==> src/rtl/fir_inverse.sv <==
// fir_inverse: recovers 8-bit samples from the 3-tap filter output
// y[n] = 3*x[n] + 2*x[n-1] + x[n-2] using exact division by 3 with a
// 19-step restoring divider. Flags inexact or saturated results.
module fir_inverse (
  input  logic        clk_i,
  input  logic        rst_n,
  input  logic [17:0] result_i,
  input  logic        result_en_i,
  output logic [7:0]  data_o,
  output logic        data_valid_o,
  output logic        err_o,
  output logic        busy_o,
  output logic        drop_o
);

  typedef enum logic [1:0] {StIdle, StLoad, StDiv, StDone} state_e;

  state_e      state_q;
  logic [17:0] y_q;
  logic [7:0]  x1_q, x2_q;
  logic [18:0] mag_q;
  logic        neg_q;
  logic [1:0]  rem_q;
  logic [18:0] quo_q;
  logic [4:0]  cnt_q;
  logic [7:0]  data_q;
  logic        valid_q, err_q, busy_q, drop_q;

  logic [19:0] num;
  logic [18:0] num_mag;
  logic [2:0]  trial;
  logic        ge;
  logic [1:0]  rem_next;
  logic [19:0] quo_signed;
  logic        sat_hi, sat_lo;
  logic [7:0]  data_sat;

  // Numerator, one divider step and signed saturation of the quotient
  always_comb begin
    num = {{2{y_q[17]}}, y_q}
        - {{11{x1_q[7]}}, x1_q, 1'b0}
        - {{12{x2_q[7]}}, x2_q};
    // |num| never exceeds 131456, so 19 bits hold the two's-complement negation
    num_mag  = num[19] ? (~num[18:0] + 19'd1) : num[18:0];
    trial    = {rem_q, mag_q[18]};
    ge       = (trial >= 3'd3);
    // For trial in 3..5, trial-3 equals trial[1:0]+1 modulo 4
    rem_next = ge ? (trial[1:0] + 2'd1) : trial[1:0];
    quo_signed = neg_q ? (20'd0 - {1'b0, quo_q}) : {1'b0, quo_q};
    sat_hi   = ($signed(quo_signed) > 20'sd127);
    sat_lo   = ($signed(quo_signed) < -20'sd128);
    if (sat_hi) begin
      data_sat = 8'h7f;
    end else if (sat_lo) begin
      data_sat = 8'h80;
    end else begin
      data_sat = quo_signed[7:0];
    end
  end

  // Decode FSM with registered outputs and sample history
  always_ff @(posedge clk_i or negedge rst_n) begin
    if (!rst_n) begin
      state_q <= StIdle;
      y_q     <= '0;
      x1_q    <= '0;
      x2_q    <= '0;
      mag_q   <= '0;
      neg_q   <= 1'b0;
      rem_q   <= '0;
      quo_q   <= '0;
      cnt_q   <= '0;
      data_q  <= '0;
      valid_q <= 1'b0;
      err_q   <= 1'b0;
      busy_q  <= 1'b0;
      drop_q  <= 1'b0;
    end else begin
      valid_q <= 1'b0;
      drop_q  <= result_en_i && (state_q != StIdle);
      unique case (state_q)
        StIdle: begin
          if (result_en_i) begin
            y_q     <= result_i;
            busy_q  <= 1'b1;
            state_q <= StLoad;
          end
        end
        StLoad: begin
          neg_q   <= num[19];
          mag_q   <= num_mag;
          rem_q   <= '0;
          quo_q   <= '0;
          cnt_q   <= 5'd18;
          state_q <= StDiv;
        end
        StDiv: begin
          rem_q <= rem_next;
          quo_q <= {quo_q[17:0], ge};
          mag_q <= {mag_q[17:0], 1'b0};
          cnt_q <= cnt_q - 5'd1;
          if (cnt_q == 5'd0) begin
            state_q <= StDone;
          end
        end
        StDone: begin
          data_q  <= data_sat;
          err_q   <= (rem_q != 2'd0) | sat_hi | sat_lo;
          valid_q <= 1'b1;
          x2_q    <= x1_q;
          x1_q    <= data_sat;
          busy_q  <= 1'b0;
          state_q <= StIdle;
        end
        default: state_q <= StIdle;
      endcase
    end
  end

  assign data_o       = data_q;
  assign data_valid_o = valid_q;
  assign err_o        = err_q;
  assign busy_o       = busy_q;
  assign drop_o       = drop_q;

endmodule

==> config.mk <==
export PLATFORM = sky130hd
export DESIGN_NAME = fir_inverse
export DESIGN_NICKNAME = d
export VERILOG_FILES = /design/src/rtl/fir_inverse.sv
export SDC_FILE = /design/constraint.sdc
export NUM_CORES = 1
export LEC_CHECK = 0
export ABC_AREA = 1
export CAP_MARGIN = 20
export CORE_MARGIN = 2
export CORE_UTILIZATION = 65
export CTS_CLUSTER_SIZE = 8
export DETAILED_ROUTE_END_ITERATION = 8
export DONT_BUFFER_PORTS = 1
export PLACE_DENSITY = 0.84
export REMOVE_ABC_BUFFERS = 1
export SLEW_MARGIN = 20
export SYNTH_ARGS = -nofsm -noshare
export SYNTH_HDL_FRONTEND = slang
export SYNTH_SLANG_ARGS = --single-unit
==> constraint.sdc <==
create_clock -name clk_i -period 4.4 [get_ports clk_i]
set_clock_uncertainty 0.2 [all_clocks]
set_input_delay 0.66 -clock clk_i [delete_from_list [all_inputs] [get_ports clk_i]]
set_output_delay 0.66 -clock clk_i [all_outputs]
set_load 0.01 [all_outputs]
# == Yosys cells after proc, flatten, opt, wreduce, memory -nomap -nowiden ==
# Cells that the tools add are included.
# totals
output_inout_bits,12
regBits,86
input_bits,21
# op_classes
n_eq_ne,5
add_sub_neg,6
n_reduce_logical,10
bitwise_logic,3
muxes,15
magnitude_cmp,3
# ops
operator,count
$pmux W19 S2,2
$gt A20 B8 Y1 const B,1
$lt A20 B8 Y1 const B,1
$mux W20,1
$sub A1 B19 Y20 const A,1
$sub A19 B8 Y20,1
$add A19 B1 Y19 const B,1
$mux W19,1
$not A19 Y19,1
$sub A18 B9 Y19,1
$mux W8,2
$pmux W5 S2,1
$pmux W2 S4,1
$reduce_bool A2 Y1,4
$mux W2,3
$reduce_and A2 Y1,3
$logic_not A5 Y1,1
$sub A5 B1 Y5 const B,1
$eq A2 B2 Y1 const B,2
$ne A2 B2 Y1 const B,2
$pmux W2 S2,1
$ge A3 B2 Y1 const B,1
$add A2 B1 Y2 const B,1
$eq A2 B1 Y1 const B,1
other kinds (5),7

# == Longest topological paths before layout ==
# Gate-level depths: netlist of the first run.
# logic_depth
word_depth,6
mapped_depth,23
ltp_nobuf,23

# == Least setup slack after synthesis of the first run ==
# OpenSTA, ideal clock, no wires.
# synth_path
path_kind,flip-flop to flip-flop
from,"reg, netlist name data_o[7]"
to,reg mag_q[18]
path_stages_with_launch,17
setup_slack_ns,1.101
arrival_time_ns,2.981
required_time_ns,4.083
path_cell_list,dfrtp_1 inv_1 fa_1 ha_1 nand2_1 inv_1 a21oi_1 nor2_1 nor2_1 nand2_1 nand2_1 inv_1 or2_2 a21oi_1 nand3_1 nand3_1 nand2_1
# synth_lines
element,line,source
"end signal, assigned",91,mag_q <= num_mag;
"end signal, assigned",100,"mag_q <= {mag_q[17:0], 1'b0};"
"end, declared",21,logic [18:0] mag_q;

==> reports/metrics.cfg, run 1 <==
[drt]
drt_iter0_drc=298
routed_wl_um=13700
wire_per_inst_um=14.4
ant_nets=0
vias_per_cell=5.61
dr_total_vias=5344
firstDrtPassIters=6
post-route-drc-count=0

[layout]
fin_nets=906
multi_input_area_sq_um=3410
syn_to_final_growth_pct=5.03
nFillCells=763
diodes=0
drive_above_1_share_pct=5.34
seq_area_sq_um=2150

[floorplanning]
boundaryPins=33
die_area_sq_um=10200
start_util_pct=66.8
chipHeight_um=101
rows=35
die_w_um=101
core_area_sq_um=9200

[setup_path]
r2r_cells=19
reg2reg_to=mag_q[16]$_DFFE_PN0P_
critPathMaxStageDelay_ns=0.52
crit_type=reg -> reg
cp_slowest_cell=fa_1
worstPathRequired_ns=4.46
crit_end=mag_q[16]$_DFFE_PN0P_
end_kind=register
r2r_slack_ns=0.67
critPathLaunchType=register
reg2reg_from=data_o[7]$_DFFE_PN0P_
crit_top_cell=nand2_1
worstPathCellList=inv_1, fa_1, ha_1, nand2_1, inv_1, a21oi_1, nand3_1, nand2_1, nand2_2, nor2_2, inv_1, nor2_1, nand3_1, nand2_1, nand2_1, nand2_1, nand2_1, nand2_1, nand2_1
critPathArrivalTime_ns=3.79
startpoint=data_o[7]$_DFFE_PN0P_
path_max_fanout=10

[global_routing]
grt-busiest-layer=met2
grt_pass1_vias=5162
gr-total-overflow=0
gr-usage-met3_pct=5.11
grt_use_total_pct=29.2
met2_usage_pct=47.2
use_met1_pct=40.0
grt_pass1_wl_um=23700
antenna_found_initial=0
grt_max_degree=87

[place]
portBuffers=0
globalplace.congestion=0.915
dp_hpwl_um=10300

[cts]
postCtsResizedCells=0
cts_made_buffers=9
h-tree-depth=3
cts_tree=yes
cts.sinks=86
clk_path_buf_depth=2
clk_latency_ns=0.37
clockRootBuffer=clkbuf_8
cts_hold_buf=1
cts_setup_buffers=0
clk_pin_slew_ns=0.10

[sta]
clock.fmax_mhz=268
min_period_ns=3.73
slew_viol_final=0
slew_headroom_pct=47.4
hold_ws_ns=-0.0208
max_slew.worst_pin.slew_ns=0.787
min_period_over_period_pct=84.8
setup_tns_ns=0
hold_viol=23
setup_viol=0
rsz0062_at_grt=false

[logic_synthesis]
synth_top_cell_by_area=dfrtp_1
yosysWarnings=0
yosysMostFrequentCell=nand2_1
synth-edff-count=0
synth.cell_area_sq_um=6140
syn_area_per_cell_sq_um=7.33
postSynthRegisterBits=86
synthTopCellsByArea=dfrtp_1, nand2_1, inv_1
yosys-top-cells-count=nand2_1, inv_1, dfrtp_1
yosysUniqueCellTypes=40
synthArstFlopShare_pct=100
netlist_instances=838
synth-main-ff-cell=dfrtp_1
seq_area_frac_synth_pct=35.0
netlist.area_leader.share_pct=35.0

[worst_hold_path]
min_path_type=in -> async

[status]
status=complete, but fails checks
violations=negative hold slack

[flow_run]
maxCapViolations=0

[cell type report]
class	instances	share of cell area (%)
clock inverter	5	0.659
timing repair buffer	5	0.892
tap	111	2.15
sequential	86	33.4
multi-input combinational	599	52.8
clock buffer	11	2.19
inverter	136	7.91
[metrics by stage]
stage	util [%]	worst slack, ns	area (sq um)	hold slack, ns	cells
final	70.1	0.669	6450	-0.0208	953
after global routing	70.1	0.257	6450	0.0118	953
after CTS	70.1	0.671	6450	0.00871	953
after detailed placement	67.9	0.687	6240	0.166	936
after global placement	67.9	0.803	6240	0.166	936
after floorplan	-	1.10	6070	0.164	821
[routing by layer]
| metal | part of all wire (%) | vias to the layer above | routed length (um) |
|---|---|---|---|
| met5 | 0 | - | 0 |
| met2 | 47 | 155 | 6420 |
| met1 | 46 | 2508 | 6240 |
| met4 | 2.3 | 0 | 313 |
| li1 | - | 2655 | - |
| met3 | 5.2 | 26 | 716 |
[critical path, delay by kind of cell, from the launching register on]
| family | cells | cell delay [ns] |
|---|---|---|
| flip-flops | 1 | 0.45 |
| adder cells (fa/ha/maj) | 2 | 0.89 |
| AND/OR/NAND/NOR | 13 | 1.23 |
| AO/OA/AOI/OAI | 1 | 0.22 |
| buffers and inverters | 3 | 0.63 |
[registers in the layout, indices dropped and copies added, names as in the netlist]
register,flops
busy_o,1
cnt_q,5
data_o,8
data_valid_o,1
drop_o,1
err_o,1
mag_q,19
neg_q,1
quo_q,19
rem_q,2
state_q,2
x2_q,8
y_q,18
[how the worst min path moves through the flow]
stage	depth (start not counted)	from	slack [ns]	to
after floorplan	0	rst_n	0.16	busy_o$_DFFE_PN0P_
after global placement	0	rst_n	0.17	x2_q[4]$_DFFE_PN0P_
after detailed placement	0	rst_n	0.17	data_o[5]$_DFFE_PN0P_
after CTS	1	rst_n	0.009	x2_q[5]$_DFFE_PN0P_
after global routing	1	rst_n	0.01	y_q[4]$_DFFE_PN0P_
final	1	rst_n	-0.02	y_q[8]$_DFFE_PN0P_
[cell usage in the layout (no fill, tap or decap), types with 9 or more instances in the layout]
cell	instances
a21oi_1	31
clkbuf_8	10
dfrtp_1	86
fa_1	17
ha_1	31
inv_1	133
nand2_1	241
nand2_2	9
nand3_1	40
nand4_1	9
nor2_1	70
o21ai_0	35
o22ai_1	30
xor2_1	26
[kinds of logic after synthesis]
kind of cell / after synthesis / share of synthesized area, %
AND/OR/NAND/NOR: 400 / 27.7
buffers and inverters: 153 / 9.47
AO/OA/AOI/OAI: 118 / 11.2
flip-flops: 86 / 35.0
adder cells (fa/ha/maj): 48 / 11.9
XOR/XNOR: 33 / 4.71
Power of run 1 is left out: the tool's default activity adds up to more than one toggle a clock period on the data nets, which glitch-free logic cannot reach.
==> inputs of run 2 (changes only) <==
CORE_UTILIZATION = 59   (was 65)
PLACE_DENSITY = 0.81   (was 0.84)
clock period = 3.12 ns   (was 4.4 ns; I/O delays follow)
==> run 2 against run 1 <==
The flow finishes with violations (negative hold slack, negative setup slack). Maximum frequency up 12%. Highest routed layer unchanged. Via count up 13%. Non-clock buffer count rose by 61. Final cell count rose by 9.0%. First-iteration DRC count is 110% higher. Wire length grew 30%. Sequential share of layout area down 5.1 points.
==> reports/metrics.cfg, run 2 (same netlist as run 1, synthesis figures left out) <==
[status]
status=complete, but fails checks
violations=negative hold slack, negative setup slack

[sta]
hold_ws_ns=-0.0126
min_period_ns=3.32
fin_ws_ns=-0.204
rsz0062_at_grt=true
clock.fmax_mhz=301
hold_viol=5
max_slew.worst_pin.slew_ns=0.649
slew_headroom_pct=56.6
setup_viol=16
min_period_over_period_pct=107
slew_viol_final=0

[cts]
clk_path_buf_depth=2
h-tree-depth=3
cts_tree=yes
cts_made_buffers=9
clockRootBuffer=clkbuf_8
cts.sinks=86
clk_latency_ns=0.39
clk_pin_slew_ns=0.10

[global_routing]
grt_use_total_pct=27.1
grt_pass1_wl_um=24500
gr-total-overflow=0
antenna_found_initial=0
grt_max_degree=87
grt_pass1_vias=5307

[worst_hold_path]
min_path_type=in -> reg
hold_path_end=y_q[17]$_DFFE_PN0P_
worstHoldStart=result_i[17]
hold_depth=2

[drt]
post-route-drc-count=0
ant_nets=0
wire_per_inst_um=17.1
drt_iter0_drc=627
firstDrtPassIters=6
dr_total_vias=6044
routed_wl_um=17700
vias_per_cell=5.82

[place]
dp_hpwl_um=10400
globalplace.congestion=0.929
portBuffers=0

[floorplanning]
die_area_sq_um=11200
die_w_um=106
core_area_sq_um=10200
chipHeight_um=106
start_util_pct=60.0
rows=37
boundaryPins=33

[layout]
nFillCells=646
diodes=0
reg.largest.list=mag_q (19), quo_q (19), y_q (18)
syn_to_final_growth_pct=23.9
fin_nets=967
final_cell_mix=nand2_1, inv_1, dfrtp_1
fin_util_pct=74.4
drive_above_1_share_pct=23.0
final_common_cell=nand2_1

[setup_path]
worstPathRequired_ns=3.20
reg2reg_from=data_o[7]$_DFFE_PN0P_
r2r_cells=17
crit_type=reg -> reg
r2r_slack_ns=-0.20
path_max_fanout=5
critPathLaunchType=register
reg2reg_to=mag_q[18]$_DFFE_PN0P_
end_kind=register
critPathArrivalTime_ns=3.40

[flow_run]
maxCapViolations=0

==> run 2: timing repair <==
| item | CTS | global route |
|---|---|---|
| pin swaps | 1 | 71 |
| hold buffers | 9 | 0 |
| buffers inserted | 0 | 16 |
| endpoints found under the hold margin | 93 | 0 |
| endpoints found under the setup margin | 13 | 18 |
| resized for setup | 5 | 127 |
| gates cloned | 0 | 2 |
==> run 2: worst max-delay path, stage by stage, from the launching register on <==
cell and delay (ns):
dfrtp_1 0.42, inv_2 0.14, clkbuf_16 0.17, fa_1 0.46, ha_4 0.28, nand2_1 0.08, nand2_1 0.08, a21oi_2 0.15
nor2_1 0.08, nor2_1 0.20, nand2_1 0.12, nand2_2 0.09, inv_1 0.05, or2_2 0.29, a21oi_2 0.18, nand3_1 0.09
nand3_1 0.07, nand2_1 0.05
==> run 2: worst max path at each step <==
| stage | cells after the start | slack [ns] | from | end |
|---|---|---|---|---|
| after floorplan | 16 | -0.18 | data_o[7]$_DFFE_PN0P_ | mag_q[18]$_DFFE_PN0P_ |
| after global placement | 17 | -0.03 | data_o[7]$_DFFE_PN0P_ | mag_q[18]$_DFFE_PN0P_ |
| after detailed placement | 17 | -0.08 | data_o[7]$_DFFE_PN0P_ | mag_q[18]$_DFFE_PN0P_ |
| after CTS | 18 | -0.005 | data_o[5]$_DFFE_PN0P_ | mag_q[3]$_DFFE_PN0P_ |
| after global routing | 18 | -0.26 | data_o[7]$_DFFE_PN0P_ | mag_q[18]$_DFFE_PN0P_ |
| final | 17 | -0.20 | data_o[7]$_DFFE_PN0P_ | mag_q[18]$_DFFE_PN0P_ |
==> run 2: per-stage QoR <==
step                      instance area, sq um  setup TNS, ns  hold slack, ns  std cells  setup WS [ns]
after floorplan                           6070          -1.26         -0.0276        821         -0.182
after global placement                    6560        -0.0349         -0.0251        996        -0.0349
after detailed placement                  6560         -0.373         -0.0259        996        -0.0830
after CTS                                 6890       -0.00619        0.000200       1021       -0.00529
after global routing                      7610          -2.81         0.00449       1039         -0.257
final                                     7610          -1.55         -0.0126       1039         -0.204
==> run 2: layer usage <==
metal / share of wire (%) / global-route usage [%]
met3: 7.5 / 4.72
met5: 0 / 0
met2: 48 / 45.0
met4: 5.4 / 8.36
met1: 39 / 36.3
==> run 2: cell type report <==
cell class | count | area, sq um | area share (%)
flip-flops and latches | 86 | 2150 | 28.3
inverters | 136 | 513 | 6.74
repair buffers | 66 | 596 | 7.82
clock buffers | 12 | 155 | 2.04
well taps | 136 | 170 | 2.24
clock inverters | 4 | 28.8 | 0.378
multi-input cells | 599 | 4000 | 52.5
Power of run 2 is left out for the same reason.
==> inputs of run 3 (changes only) <==
==> constraint.sdc (replaced) <==
create_clock -name clk_i -period 2.7 [get_ports clk_i]
set_clock_uncertainty 0.2 [all_clocks]
set_input_delay 0.405 -clock clk_i [delete_from_list [all_inputs] [get_ports clk_i]]
set_output_delay 0.405 -clock clk_i [all_outputs]
set_load 0.1 [all_outputs]
==> run 3 against run 2 <==
The run ends with design-rule violations, negative setup slack left. Design area grew 16%. Count of clock-buffer cells in the layout shrank 2. Maximum frequency shrank 8.8%. Worst hold slack gained 0.034 ns. Non-clock buffer count grew 81. Register-to-register slack lost 0.74 ns. Sequential cell count is the same. Die area is the same. Critical path type unchanged. Highest routed layer unchanged.
==> reports/metrics.cfg, run 3 (same netlist as run 1, synthesis figures left out) <==
[status]
status=complete, but fails checks
violations=design-rule violations, negative setup slack

[cts]
cts_made_buffers=9
cts.sinks=86
clk_pin_slew_ns=0.09
cts_tree=yes
h-tree-depth=3
clk_latency_ns=0.41
clockRootBuffer=clkbuf_8
clk_path_buf_depth=2

[drt]
ant_nets=0
routed_wl_um=27500
post-route-drc-count=11
drt_iter0_drc=1435
wire_per_inst_um=24.6
vias_per_cell=6.72
firstDrtPassIters=9
dr_total_vias=7527

[sta]
min_period_over_period_pct=135
hold_viol=0
setup_viol=27
max_slew.worst_pin.slew_ns=0.934
slew_viol_final=0
min_period_ns=3.64
clock.fmax_mhz=274
fin_ws_ns=-0.944
rsz0062_at_grt=true
setup_tns_ns=-15.63
slew_headroom_pct=37.8

[global_routing]
grt_pass1_vias=6434
antenna_found_initial=0
grt_use_total_pct=34.1
grt_max_degree=87
gr-total-overflow=0
grt_pass1_wl_um=30400

[setup_path]
path_max_fanout=4
end_kind=register
crit_top_cell=nand2_1
worstPathCellList=inv_2, clkbuf_16, fa_2, ha_4, nand2_4, nor2_2, buf_4, nand3_1, nand2_1, nand2_1, nand2_2, nand2_1, nor2_4, nand3_1, nand2_1, nand2_1, nand2_1, nand2_1, nand2_1, nand2_1
worstPathRequired_ns=2.79
crit_type=reg -> reg
critPathMaxStageDelay_ns=0.45
cp_slowest_cell=fa_2
critPathLaunchType=register
critPathArrivalTime_ns=3.74

[place]
dp_slack_ns=-0.488
dp_hpwl_um=11500
dpl_cell_area_sq_um=6980
globalplace.congestion=0.919
place_inst=1050
portBuffers=0

[layout]
fin_nets=1048
final_area_sq_um=8850
nFillCells=411
stdcell_count=1120
diodes=0
final_cell_mix=nand2_1, inv_1, buf_4
seq_area_sq_um=2150
reg.largest.list=mag_q (19), quo_q (19), y_q (18)
final_common_cell=nand2_1
syn_to_final_growth_pct=44.1
drive_above_1_share_pct=36.2
multi_input_area_sq_um=4470

[floorplanning]
start_util_pct=60.0
chipHeight_um=106
die_area_sq_um=11200
die_w_um=106
boundaryPins=33
core_area_sq_um=10200
rows=37

[flow_run]
maxCapViolations=0

[worst_hold_path]
min_path_type=in -> reg

[run 3: final cells by class]
| cell class | instances | area share, % |
|---|---|---|
| flip-flops and latches | 86 | 24.3 |
| inverters | 136 | 5.85 |
| well taps | 136 | 1.92 |
| multi-input cells | 599 | 50.6 |
| clock buffers | 10 | 1.44 |
| repair buffers | 147 | 14.6 |
| clock inverters | 6 | 1.30 |
[run 3: per-stage QoR]
step,util (%),hold WS [ns]
floorplan,-,-0.0906
global placement,68.2,-0.0882
detailed placement,68.2,-0.0890
CTS,78.0,0.0199
global route,86.5,0.0224
finish,86.5,0.0218
[run 3: worst paths after layout]
kind                                        from               endpoint  slack [ns]  cells past startpoint
setup / recovery           data_o[7]$_DFFE_PN0P_  mag_q[16]$_DFFE_PN0P_       -0.94                     20
hold / removal                       result_en_i     busy_o$_DFFE_PN0P_        0.02                      3
setup reg to reg           data_o[7]$_DFFE_PN0P_  mag_q[16]$_DFFE_PN0P_       -0.94                     20
hold reg to reg             cnt_q[3]$_DFFE_PN0P_   cnt_q[3]$_DFFE_PN0P_        0.29                      1
max in group asynchronous                  rst_n  mag_q[14]$_DFFE_PN0P_        1.54                      2
min in group asynchronous                  rst_n    x2_q[5]$_DFFE_PN0P_        0.36                      2
[run 3: per-layer routing]
layer | track usage (%) | wire, um | up-vias
li1 | - | - | 2942
met1 | 39.4 | 8880 | 3421
met2 | 58.9 | 12100 | 817
met3 | 8.65 | 3280 | 347
met4 | 16.7 | 3250 | 0
met5 | 0 | 0 | -
[run 3: worst max-delay path, delay by kind of cell, from the launching register on]
family / cells / cell delay (ns)
and+or+nand+nor: 15 / 1.67
adders and majority gates: 2 / 0.79
buffers and inverters: 3 / 0.48
DFF: 1 / 0.41
[run 3: timing repair]
action | CTS | global route
setup buffers | 13 | 19
hold buffers | 21 | 0
cloned | 0 | 2
hold endpoints to repair | 105 | 0
setup endpoints to repair | 19 | 26
gates resized for setup | 87 | 179
pin swaps | 17 | 89
Power of run 3 is left out for the same reason.
